$ cat src/rtl/hydra_pkt_gen_pkg.sv
// hydra_pkt_gen_pkg
// Shared definitions for the hydra packet generator: the lane state
// encoding, traffic mode codes, default header field widths and the
// per-lane LFSR polynomial with its single-step helper.
package hydra_pkt_gen_pkg;

    typedef enum logic [2:0] {
        ST_IDLE,
        ST_SOP,
        ST_HDR,
        ST_PAY,
        ST_EOP,
        ST_GAP
    } lane_state_t;

    localparam logic [1:0] MODE_FIXED    = 2'd0;
    localparam logic [1:0] MODE_INC_DEST = 2'd1;
    localparam logic [1:0] MODE_RAND_LEN = 2'd2;

    localparam int DEF_LEN_WIDTH  = 9;
    localparam int DEF_PRIO_WIDTH = 3;
    localparam int DEF_DEST_WIDTH = 4;

    // 16-bit Fibonacci LFSR, taps 16,14,13,11 (bit positions 15,13,12,10).
    localparam int              LFSR_WIDTH = 16;
    localparam logic [15:0]     LFSR_TAPS  = 16'hB400;

    function automatic logic [LFSR_WIDTH-1:0] lfsr_step(input logic [LFSR_WIDTH-1:0] cur);
        return {cur[LFSR_WIDTH-2:0], ^(cur & LFSR_TAPS)};
    endfunction

endpackage

$ cat src/rtl/hydra_pkt_gen_lane.sv
// hydra_pkt_gen_lane
// One generator lane: emits pkt_num packets framed as
// SOP / header / payload / EOP / gap on one hydra write port.
// Ports:
//   clk, rst_n          clock, asynchronous active-low reset
//   start_run, has_work run launch pulse and whether this lane takes part
//   cfg_*               run configuration, already latched by the top
//   pause               stall request from the switch port
//   wr_sop/eop/vld/data registered framing and data for this port
//   lane_done           sticky completion flag for this run
//   idle_next           lane will be IDLE in the next cycle (for run-end)
module hydra_pkt_gen_lane
    import hydra_pkt_gen_pkg::*;
#(
    parameter int LANE_IDX   = 0,
    parameter int DATA_WIDTH = 16,
    parameter int LEN_WIDTH  = DEF_LEN_WIDTH,
    parameter int PRIO_WIDTH = DEF_PRIO_WIDTH,
    parameter int DEST_WIDTH = DEF_DEST_WIDTH
) (
    input  logic                  clk,
    input  logic                  rst_n,
    input  logic                  start_run,
    input  logic                  has_work,
    input  logic [1:0]            cfg_mode,
    input  logic [LEN_WIDTH-1:0]  cfg_len,
    input  logic [PRIO_WIDTH-1:0] cfg_prio,
    input  logic [DEST_WIDTH-1:0] cfg_dest,
    input  logic [7:0]            cfg_gap,
    input  logic [15:0]           cfg_pkt_num,
    input  logic                  pause,
    output logic                  wr_sop,
    output logic                  wr_eop,
    output logic                  wr_vld,
    output logic [DATA_WIDTH-1:0] wr_data,
    output logic                  lane_done,
    output logic                  idle_next
);

    localparam logic [LEN_WIDTH-1:0]  LEN_ONE   = LEN_WIDTH'(1);
    localparam logic [DATA_WIDTH-1:0] DATA_ONE  = DATA_WIDTH'(1);
    localparam logic [LFSR_WIDTH-1:0] LFSR_SEED = LFSR_WIDTH'(LANE_IDX + 1);

    lane_state_t           state, state_nxt;
    logic [DATA_WIDTH-1:0] seq, seq_nxt, data_nxt;
    logic [LFSR_WIDTH-1:0] lfsr, lfsr_nxt;
    logic [15:0]           pkt_idx, pkt_idx_nxt;
    logic [7:0]            gap_cnt, gap_nxt;
    logic [LEN_WIDTH-1:0]  words_left, left_nxt, cur_len, len_nxt;
    logic                  sop_nxt, eop_nxt, vld_nxt, done_nxt;

    logic [1:0]            mode_eff;
    logic [LEN_WIDTH-1:0]  len_base, len_rand, len_sel;
    logic [DEST_WIDTH-1:0] hdr_dest;
    logic [DATA_WIDTH-1:0] header;

    // Header fields for the packet about to start. The LFSR has already been
    // stepped on entry to SOP, so random lengths use the freshly stepped value.
    always_comb begin
        mode_eff = (cfg_mode == MODE_INC_DEST || cfg_mode == MODE_RAND_LEN) ? cfg_mode : MODE_FIXED;
        len_base = (cfg_len == '0) ? LEN_ONE : cfg_len;
        len_rand = lfsr[LEN_WIDTH-1:0];
        if (len_rand == '0) begin
            len_rand = LEN_ONE;
        end
        len_sel  = len_base;
        if (mode_eff == MODE_RAND_LEN && len_rand < len_base) begin
            len_sel = len_rand;
        end
        hdr_dest = cfg_dest;
        if (mode_eff == MODE_INC_DEST) begin
            hdr_dest = cfg_dest + pkt_idx[DEST_WIDTH-1:0];
        end
        header = DATA_WIDTH'({len_sel, cfg_prio, hdr_dest});
    end

    // Next-state and next-output logic. A header or payload word counts as
    // emitted only in a cycle where wr_vld was high; otherwise it is re-presented
    // with wr_vld recomputed from the current pause request.
    always_comb begin
        state_nxt   = state;
        seq_nxt     = seq;
        lfsr_nxt    = lfsr;
        pkt_idx_nxt = pkt_idx;
        gap_nxt     = gap_cnt;
        left_nxt    = words_left;
        len_nxt     = cur_len;
        done_nxt    = lane_done;
        sop_nxt     = 1'b0;
        eop_nxt     = 1'b0;
        vld_nxt     = 1'b0;
        data_nxt    = '0;

        if (start_run) begin
            seq_nxt     = '0;
            lfsr_nxt    = LFSR_SEED;
            pkt_idx_nxt = '0;
            gap_nxt     = '0;
            done_nxt    = ~has_work;
            if (has_work) begin
                if (pause) begin
                    // Wait in GAP with an empty count until pause drops.
                    state_nxt = ST_GAP;
                end else begin
                    state_nxt = ST_SOP;
                    sop_nxt   = 1'b1;
                    lfsr_nxt  = lfsr_step(LFSR_SEED);
                end
            end
        end else begin
            case (state)
                ST_IDLE: begin
                end
                ST_GAP: begin
                    if (gap_cnt != 8'd0) begin
                        gap_nxt = gap_cnt - 8'd1;
                    end else if (!pause) begin
                        state_nxt = ST_SOP;
                        sop_nxt   = 1'b1;
                        lfsr_nxt  = lfsr_step(lfsr);
                    end
                end
                ST_SOP: begin
                    state_nxt = ST_HDR;
                    len_nxt   = len_sel;
                    vld_nxt   = ~pause;
                    data_nxt  = header;
                end
                ST_HDR: begin
                    vld_nxt = ~pause;
                    if (wr_vld) begin
                        state_nxt = ST_PAY;
                        left_nxt  = cur_len - LEN_ONE;
                        data_nxt  = seq;
                    end else begin
                        data_nxt = wr_data;
                    end
                end
                ST_PAY: begin
                    if (wr_vld) begin
                        seq_nxt = seq + DATA_ONE;
                        if (words_left == '0) begin
                            state_nxt = ST_EOP;
                            eop_nxt   = 1'b1;
                        end else begin
                            left_nxt = words_left - LEN_ONE;
                            vld_nxt  = ~pause;
                            data_nxt = seq + DATA_ONE;
                        end
                    end else begin
                        vld_nxt  = ~pause;
                        data_nxt = wr_data;
                    end
                end
                ST_EOP: begin
                    pkt_idx_nxt = pkt_idx + 16'd1;
                    if (pkt_idx + 16'd1 == cfg_pkt_num) begin
                        state_nxt = ST_IDLE;
                        done_nxt  = 1'b1;
                    end else if (cfg_gap != 8'd0) begin
                        state_nxt = ST_GAP;
                        gap_nxt   = cfg_gap - 8'd1;
                    end else if (!pause) begin
                        state_nxt = ST_SOP;
                        sop_nxt   = 1'b1;
                        lfsr_nxt  = lfsr_step(lfsr);
                    end else begin
                        state_nxt = ST_GAP;
                        gap_nxt   = 8'd0;
                    end
                end
                default: begin
                    state_nxt = ST_IDLE;
                end
            endcase
        end
    end

    assign idle_next = (state_nxt == ST_IDLE);

    // State, counters and all port outputs are flopped together.
    always_ff @(posedge clk or negedge rst_n) begin
        if (!rst_n) begin
            state      <= ST_IDLE;
            seq        <= '0;
            lfsr       <= LFSR_SEED;
            pkt_idx    <= '0;
            gap_cnt    <= '0;
            words_left <= '0;
            cur_len    <= '0;
            lane_done  <= 1'b0;
            wr_sop     <= 1'b0;
            wr_eop     <= 1'b0;
            wr_vld     <= 1'b0;
            wr_data    <= '0;
        end else begin
            state      <= state_nxt;
            seq        <= seq_nxt;
            lfsr       <= lfsr_nxt;
            pkt_idx    <= pkt_idx_nxt;
            gap_cnt    <= gap_nxt;
            words_left <= left_nxt;
            cur_len    <= len_nxt;
            lane_done  <= done_nxt;
            wr_sop     <= sop_nxt;
            wr_eop     <= eop_nxt;
            wr_vld     <= vld_nxt;
            wr_data    <= data_nxt;
        end
    end

endmodule

$ cat src/rtl/hydra_pkt_gen.sv
// hydra_pkt_gen
// Multi-port packet generator for the hydra switch write side. Latches the
// run configuration on start, runs PORT_NUM independent lanes and reports
// run progress. DATA_WIDTH must be at least LEN_WIDTH+PRIO_WIDTH+DEST_WIDTH.
// Ports:
//   clk, rst_n                 clock, asynchronous active-low reset
//   start                      launch pulse (ignored while busy)
//   lane_en, mode, cfg_*       run configuration, latched on start
//   pkt_num                    packets per enabled lane
//   pause                      per-lane stall request
//   wr_sop/eop/vld, wr_data    per-lane framing and data
//   lane_done                  sticky per-lane completion
//   busy, done                 run in progress, one-cycle run-end pulse
module hydra_pkt_gen
    import hydra_pkt_gen_pkg::*;
#(
    parameter int PORT_NUM   = 16,
    parameter int DATA_WIDTH = 16,
    parameter int LEN_WIDTH  = DEF_LEN_WIDTH,
    parameter int PRIO_WIDTH = DEF_PRIO_WIDTH,
    parameter int DEST_WIDTH = DEF_DEST_WIDTH
) (
    input  logic                                clk,
    input  logic                                rst_n,
    input  logic                                start,
    input  logic [PORT_NUM-1:0]                 lane_en,
    input  logic [1:0]                          mode,
    input  logic [LEN_WIDTH-1:0]                cfg_len,
    input  logic [PRIO_WIDTH-1:0]               cfg_prio,
    input  logic [DEST_WIDTH-1:0]               cfg_dest,
    input  logic [7:0]                          cfg_gap,
    input  logic [15:0]                         pkt_num,
    input  logic [PORT_NUM-1:0]                 pause,
    output logic [PORT_NUM-1:0]                 wr_sop,
    output logic [PORT_NUM-1:0]                 wr_eop,
    output logic [PORT_NUM-1:0]                 wr_vld,
    output logic [PORT_NUM-1:0][DATA_WIDTH-1:0] wr_data,
    output logic [PORT_NUM-1:0]                 lane_done,
    output logic                                busy,
    output logic                                done
);

    logic                  start_run;
    logic [PORT_NUM-1:0]   lane_work;
    logic [PORT_NUM-1:0]   idle_next;
    logic                  busy_nxt, done_nxt;

    logic [1:0]            mode_q;
    logic [LEN_WIDTH-1:0]  len_q;
    logic [PRIO_WIDTH-1:0] prio_q;
    logic [DEST_WIDTH-1:0] dest_q;
    logic [7:0]            gap_q;
    logic [15:0]           pkt_num_q;

    assign start_run = start & ~busy;
    assign lane_work = lane_en & {PORT_NUM{pkt_num != 16'd0}};

    // Configuration is captured once per run so that lanes see stable
    // settings even if the host changes the inputs mid-run.
    always_ff @(posedge clk or negedge rst_n) begin
        if (!rst_n) begin
            mode_q    <= '0;
            len_q     <= '0;
            prio_q    <= '0;
            dest_q    <= '0;
            gap_q     <= '0;
            pkt_num_q <= '0;
        end else if (start_run) begin
            mode_q    <= mode;
            len_q     <= cfg_len;
            prio_q    <= cfg_prio;
            dest_q    <= cfg_dest;
            gap_q     <= cfg_gap;
            pkt_num_q <= pkt_num;
        end
    end

    for (genvar i = 0; i < PORT_NUM; i++) begin : g_lane
        hydra_pkt_gen_lane #(
            .LANE_IDX   (i),
            .DATA_WIDTH (DATA_WIDTH),
            .LEN_WIDTH  (LEN_WIDTH),
            .PRIO_WIDTH (PRIO_WIDTH),
            .DEST_WIDTH (DEST_WIDTH)
        ) u_lane (
            .clk         (clk),
            .rst_n       (rst_n),
            .start_run   (start_run),
            .has_work    (lane_work[i]),
            .cfg_mode    (mode_q),
            .cfg_len     (len_q),
            .cfg_prio    (prio_q),
            .cfg_dest    (dest_q),
            .cfg_gap     (gap_q),
            .cfg_pkt_num (pkt_num_q),
            .pause       (pause[i]),
            .wr_sop      (wr_sop[i]),
            .wr_eop      (wr_eop[i]),
            .wr_vld      (wr_vld[i]),
            .wr_data     (wr_data[i]),
            .lane_done   (lane_done[i]),
            .idle_next   (idle_next[i])
        );
    end

    // Run end is detected from the lanes' next state so that busy falls and
    // done pulses in the same cycle the last lane shows IDLE. A run with no
    // working lane never raises busy and reports done straight away.
    always_comb begin
        busy_nxt = busy;
        done_nxt = 1'b0;
        if (start_run) begin
            busy_nxt = |lane_work;
            done_nxt = ~(|lane_work);
        end else if (busy && (&idle_next)) begin
            busy_nxt = 1'b0;
            done_nxt = 1'b1;
        end
    end

    always_ff @(posedge clk or negedge rst_n) begin
        if (!rst_n) begin
            busy <= 1'b0;
            done <= 1'b0;
        end else begin
            busy <= busy_nxt;
            done <= done_nxt;
        end
    end

endmodule

$ cat config.mk
export PLATFORM = sky130hd
export DESIGN_NAME = hydra_pkt_gen
export DESIGN_NICKNAME = d
export VERILOG_FILES = /design/src/rtl/hydra_pkt_gen_pkg.sv /design/src/rtl/hydra_pkt_gen_lane.sv /design/src/rtl/hydra_pkt_gen.sv
export SDC_FILE = /design/constraint.sdc
export NUM_CORES = 2
export LEC_CHECK = 0
export CAP_MARGIN = 40
export CORE_MARGIN = 5
export CORE_UTILIZATION = 50
export CTS_CLUSTER_DIAMETER = 60
export DETAILED_ROUTE_END_ITERATION = 6
export GPL_TIMING_DRIVEN = 0
export PLACE_DENSITY_LB_ADDON = 0.1
export SYNTH_ARGS = -nofsm -noshare
export SYNTH_HDL_FRONTEND = slang
export SYNTH_SLANG_ARGS = --single-unit
export TNS_END_PERCENT = 30
$ cat constraint.sdc
create_clock -name clk -period 3.42 [get_ports clk]
set_clock_uncertainty 0.2 [all_clocks]
set_input_delay 0.684 -clock clk [delete_from_list [all_inputs] [get_ports clk]]
set_output_delay 0.684 -clock clk [all_outputs]
set_load 0.03 [all_outputs]
# == After elaboration in Yosys (flattened, before gate mapping) ==
# Index checks and enable logic that the tools add are counted.
# Widths: inputs -> output; s select.
# op_classes
n_addsub,97
n_lt_le_gt_ge,16
n_eq_ne,260
n_mux,966
bitwise_logic,37
reduce_logical,344
# op_table
op,count
$mux 16,240
$pmux 16 s3,16
$mux 9,81
$mux 8,80
$add 16x1->16 const B,32
$pmux 16 s2,16
$mux 3,162
$logic_not 9->1,33
$pmux 3 s6,16
$pmux 9 s2,16
$sub 9x1->9 const B,32
$mux 1,260
$eq 16x16->1,16
$pmux 8 s2,16
$reduce_xor 16->1,16
$reduce_bool 2->1,81
$lt 9x9->1,16
$ne 3x2->1 const B,48
$reduce_bool 8->1,17
$sub 8x1->8 const B,17
$ne 3x3->1 const B,45
$reduce_and 2->1,64
$reduce_and 4->1,32
$eq 3x2->1 const B,32
27 further kinds,336
# totals
reg_bits,1596
output_inout_bits,322
word_cells,1920

# == Longest topological paths before layout ==
# depth
word_depth,10
mapped_depth,15

# == Cells and area by module ==
# From an unflattened synthesis, not the netlist that was laid out.
# hier_totals
hier_cells,12312
hier_area_um2,105341.0
# by_module_without_submodules
module,n_inst,cells_per_inst,area_per_inst_um2,seq_area_each_um2
hydra_pkt_gen_lane at g_lane[9].u_lane,1,782,6721.4,2429.8
hydra_pkt_gen_lane at g_lane[1].u_lane,1,776,6616.3,2428.6
hydra_pkt_gen_lane at g_lane[15].u_lane,1,774,6602.6,2428.6
hydra_pkt_gen_lane at g_lane[6].u_lane,1,796,6567.5,2431.1
hydra_pkt_gen_lane at g_lane[10].u_lane,1,766,6548.8,2431.1
hydra_pkt_gen_lane at g_lane[5].u_lane,1,782,6537.5,2429.8
hydra_pkt_gen_lane at g_lane[7].u_lane,1,748,6496.2,2428.6
hydra_pkt_gen_lane at g_lane[14].u_lane,1,734,6439.9,2432.3
hydra_pkt_gen_lane at g_lane[13].u_lane,1,747,6397.4,2431.1
hydra_pkt_gen_lane at g_lane[2].u_lane,1,738,6388.6,2429.8
hydra_pkt_gen_lane at g_lane[0].u_lane,1,736,6387.4,2428.6
hydra_pkt_gen_lane at g_lane[11].u_lane,1,750,6382.4,2429.8
hydra_pkt_gen_lane at g_lane[3].u_lane,1,742,6372.4,2428.6
hydra_pkt_gen_lane at g_lane[4].u_lane,1,750,6369.9,2429.8
3 more rows,--,--,--,--

# == Worst setup path after synthesis ==
# No wires, ideal clock.
# synth_path
kind,reg-to-reg
start,register len_q[8]
end,register g_lane[5].u_lane.wr_data[14]
setup_time_ns,0.121
t_arrival_ns,3.405
required_time_ns,3.099
setup_slack_ns,-0.306
path_stages_with_launch,13
n_path_buf,3
period_less_slack_ns,3.726
path_cell_list,dfrtp_1 -> clkbuf_1 -> clkbuf_1 -> inv_1 -> ha_1 -> a211o_1 -> or3_1 -> o21ai_0 -> buf_1 -> mux2i_1 -> nor2_1 -> a221o_1 -> a22o_1
# synth_between
elab_chain_len,7
# synth_lines
item,line,rtl
from (decl),hydra_pkt_gen.sv:49,logic [LEN_WIDTH-1:0] len_q;
from (signal assigned),hydra_pkt_gen.sv:70,len_q <= cfg_len;
$logic_not 9->1,hydra_pkt_gen_lane.sv:61,len_base = (cfg_len == '0) ? LEN_ONE : cfg_len;
$mux 9 (*),hydra_pkt_gen_lane.sv:61,
$lt 9x9->1,hydra_pkt_gen_lane.sv:67,if (mode_eff == MODE_RAND_LEN && len_rand < len_base) begin
$logic_and 1x1->1,hydra_pkt_gen_lane.sv:67,
$mux 9 (*),hydra_pkt_gen_lane.sv:67,
$pmux 16 s3 (*),hydra_pkt_gen_lane.sv:111,case (state)
$mux 16 (*),hydra_pkt_gen_lane.sv:94,if (start_run) begin
to (signal assigned),hydra_pkt_gen_lane.sv:208,wr_data <= data_nxt;
to (decl),hydra_pkt_gen_lane.sv:35,"output logic [DATA_WIDTH-1:0] wr_data,"
# Mark *: on every way between the ends. The rest lies on a longest branch, timed or not.
# A chain may end at the register's enable or synchronous reset.

# == Final worst setup path ==
# layout_path
start,register g_lane[13].u_lane.pkt_idx[2]
end,register done
# layout_between
elab_chain_len,10
# layout_lines
item,line,rtl
from (decl),hydra_pkt_gen_lane.sv:47,"logic [15:0] pkt_idx, pkt_idx_nxt;"
from (signal assigned),hydra_pkt_gen_lane.sv:200,pkt_idx <= pkt_idx_nxt;
$add 16x1->16,hydra_pkt_gen_lane.sv:157,if (pkt_idx + 16'd1 == cfg_pkt_num) begin
$eq 16x16->1,hydra_pkt_gen_lane.sv:157,
$mux 3,hydra_pkt_gen_lane.sv:157,
$pmux 3 s6,hydra_pkt_gen_lane.sv:111,
$mux 3,hydra_pkt_gen_lane.sv:94,
net g_lane[13].u_lane.state_nxt[0],hydra_pkt_gen_lane.sv:44,"lane_state_t state, state_nxt;"
$logic_not 3->1,hydra_pkt_gen_lane.sv:179,assign idle_next = (state_nxt == ST_IDLE);
$reduce_and 16->1,hydra_pkt_gen.sv:115,end else if (busy && (&idle_next)) begin
$logic_and 1x1->1,hydra_pkt_gen.sv:115,
$mux 1,hydra_pkt_gen.sv:115,
$mux 1,hydra_pkt_gen.sv:112,if (start_run) begin
net done_nxt,hydra_pkt_gen.sv:46,"logic busy_nxt, done_nxt;"
to (signal assigned),hydra_pkt_gen.sv:127,done <= done_nxt;
to (decl),hydra_pkt_gen.sv:40,output logic done
# The timed path passes the listed nets, and every way through them passes these cells.

==> qor.csv <==
metric;value;unit
status;finished, violations left;
violations;DRC, setup timing;
antenna_found_initial;78;
relSlewSlack;22.6;%
critPathArrivalTime;4.75;ns
async_flop_share;100;%
initialDrtViolationCount;14840;
clock_path_buffers;3;
gp_congestion;1.05;
die_area;209000;µm²
yosys-top-cells-count;dfrtp_1, nand2_1, nor2_1, o21ai_0, a21oi_1;
area_growth;26.4;%
hold_viol;0;
grt_usage;43.7;%
drc;17;
ant_nets;0;
fin_crit;4.17;ns
clock_latency;0.90;ns
clkPwrFrac;24.9;%
path_class;flop to flop;
postLayoutSetupSlackWorst;-0.747;ns
finalPower;0.0896;W
top_level_ports;399;
syn_nets;12160;
avgSynthCellArea;8.45;µm²
chipWidth;457;µm
clock-root-buffer;clkbuf_16;
p_sw;0.0376;W
wl_per_cell;30.3;µm
hold_path_class;input pin to flop;
grt_pass1_wl;670000;µm
cp_num_buf_inv;5;
power.share.sequential;33.4;%
setup_violations;780;
grt_pass1_vias;93761;
multi_input_area;58800;µm²
p_leak;53.0;nW
path_max_fanout;10;
crit_path_start_kind;flop;
synth_top_area_cell;dfrtp_1;
drive_gt1_share;16.0;%
fin_nets;13352;
yosysWarnings;0;
final_core_util;63.4;%
synthCells;11826;
placement.io_buffers;393;
h-tree-depth;4;
ys_seq_area_share;40.0;%
path_cells;buf_4 -> nand4_1 -> nor3_2 -> buf_4 -> buf_4 -> buf_4 -> xnor2_1 -> a21oi_1 -> o2111ai_4 -> o21ai_4 -> a31oi_4 -> a2111oi_4 -> buf_4 -> nor4b_4 -> a21o_1;
p_per_area;709;nW/µm²
fin_crit_sh;122;%
clock.fmax;240;MHz
max_stage_delay;0.47;ns
vdd_drop_max;0.630;mV
setup_tns;-77.13;ns
netlist_area;99900;µm²
core_area;199000;µm²
yosysMostFrequentCell;dfrtp_1;
wl;482000;µm
max_cap_violations;0;
design_area;126000;µm²
crit_required;4.00;ns
power_frac_comb;41.7;%
post-place-ws;-3.52;ns
crit_family;compound AO/OA/AOI/OAI gates;
synth-edff-count;0;
grt_max_degree;165;
p_int;0.0520;W
cts.sinks;1596;
synth_cell_types;113;
synth_ff_type;dfrtp_1;
die_h;457;µm
placementRows;164;
num_vias;104392;
cts_tree;yes;
dr.pass1.iters;7;
rsz0062_at_grt;true;
synth_top_area_share;39.1;%
start_util;50.2;%
clkTransAtPathRegs;0.06;ns
viasPerCell;6.57;
nFillCells;17096;
hpwlAfterDp;357000;µm
switching_share;42.0;%
maxSlewViolCount;0;
grt_overflow_total;0;
worst_pin_slew;1.16;ns
worstSetupEndpointType;flop;
post_dp_cell_area;110000;µm²
slowest_stage;a2111oi_4;
ys_ff_latch;1596;
cts_made_buffers;195;
worst_path_most_repeated_cell;buf_4;
synthTopCellsByArea;dfrtp_1, nand2_1, o21ai_0;
seq_area;40100;µm²
cell families after synthesis:
| family | after synthesis | synth area share [%] |
|---|---|---|
| AOI/OAI and AO/OA | 3096 | 19.6 |
| xor gates and xnor gates | 814 | 7.16 |
| adders and majority gates | 257 | 3.34 |
| buffers and inverters | 1092 | 4.63 |
| DFF | 1596 | 40.0 |
| muxes | 340 | 3.47 |
| and+or+nand+nor | 4631 | 21.8 |
per-stage QoR:
stage	hold WS [ns]	std cells
floorplan	0.188	11826
global placement	0.253	14875
detailed placement	0.258	15099
CTS	0.0591	15631
global route	0.0935	15857
finish	0.0818	15896
registers in the layout, summed over array words and instances, names as in the netlist, 48 cells and up:
register	count
g_lane.u_lane.gap_cnt	128
g_lane.u_lane.lfsr	256
g_lane.u_lane.cur_len	144
g_lane.u_lane.pkt_idx	256
g_lane.u_lane.seq	256
g_lane.u_lane.wr_data	256
g_lane.u_lane.state	48
g_lane.u_lane.words_left	144
placed cells by master (no fill, tap or decap), types with 123 or more instances in the layout:
master	synthesis	layout
o21ai_0	1087	988
mux2i_1	292	235
xor2_1	420	410
a22o_1	199	199
nand4_1	129	129
a21oi_1	664	639
xnor2_1	392	385
nor3_1	375	353
and3_1	225	221
buf_4	80	468
nand3_1	341	328
or3_1	203	194
clkbuf_16	0	217
clkdlybuf4s50_1	0	391
nand2_1	1488	1463
clkbuf_1	661	498
nor4_1	150	123
inv_1	170	158
dfrtp_1	1563	1503
buf_6	9	141
nor2_1	1236	1178
a31oi_1	133	130
ha_1	241	217
metal layers:
layer / vias to the layer above / track usage (%) / wire length, µm
li1: 44779 / - / -
met2: 6897 / 59.0 / 190000
met5: - / 0 / 143
met4: 22 / 32.6 / 44700
met3: 1689 / 15.1 / 65300
met1: 51005 / 57.4 / 181000
repair_timing:
| action | CTS | global route |
|---|---|---|
| pin swaps | 96 | 189 |
| gates cloned | 11 | 18 |
| hold buffers | 7 | 0 |
| gates resized for setup | 846 | 705 |
| endpoints found under the hold margin | 293 | 0 |
| buffers inserted | 173 | 225 |
| endpoints found under the setup margin | 1553 | 1299 |
power by group through the flow:
stage	registers, W	logic (W)	clock network, W
floorplan	0.0304	0.0205	0
global placement	0.0298	0.0325	0
detailed placement	0.0297	0.0338	0
CTS	0.0295	0.0350	0.0223
global route	0.0305	0.0401	0.0231
finish	0.0299	0.0374	0.0223
worst paths after layout:
path,slack (ns),to,startpoint,cells after the start
setup / recovery,-0.75,done,g_lane[13].u_lane.pkt_idx[2],15
hold reg to reg,0.27,g_lane[3].u_lane.wr_data[11],g_lane[3].u_lane.wr_data[11],2
hold / removal,0.08,g_lane[12].u_lane.wr_sop,pause[12],2
setup reg to reg,-0.75,done,g_lane[13].u_lane.pkt_idx[2],15
min in group asynchronous,0.49,g_lane[3].u_lane.seq[6],rst_n,5
max in group asynchronous,0.25,g_lane[4].u_lane.pkt_idx[7],rst_n,8
layout make-up:
type | count | area share, %
multi-input combinational | 9138 | 46.5
tap | 2656 | 2.63
timing repair buffer | 1049 | 8.69
sequential | 1596 | 31.7
clock buffer | 273 | 4.50
clock inverter | 87 | 0.868
antenna | 59 | 0.117
inverter | 171 | 0.592
buffer | 867 | 4.36
Power figures use the tool's default switching activity.
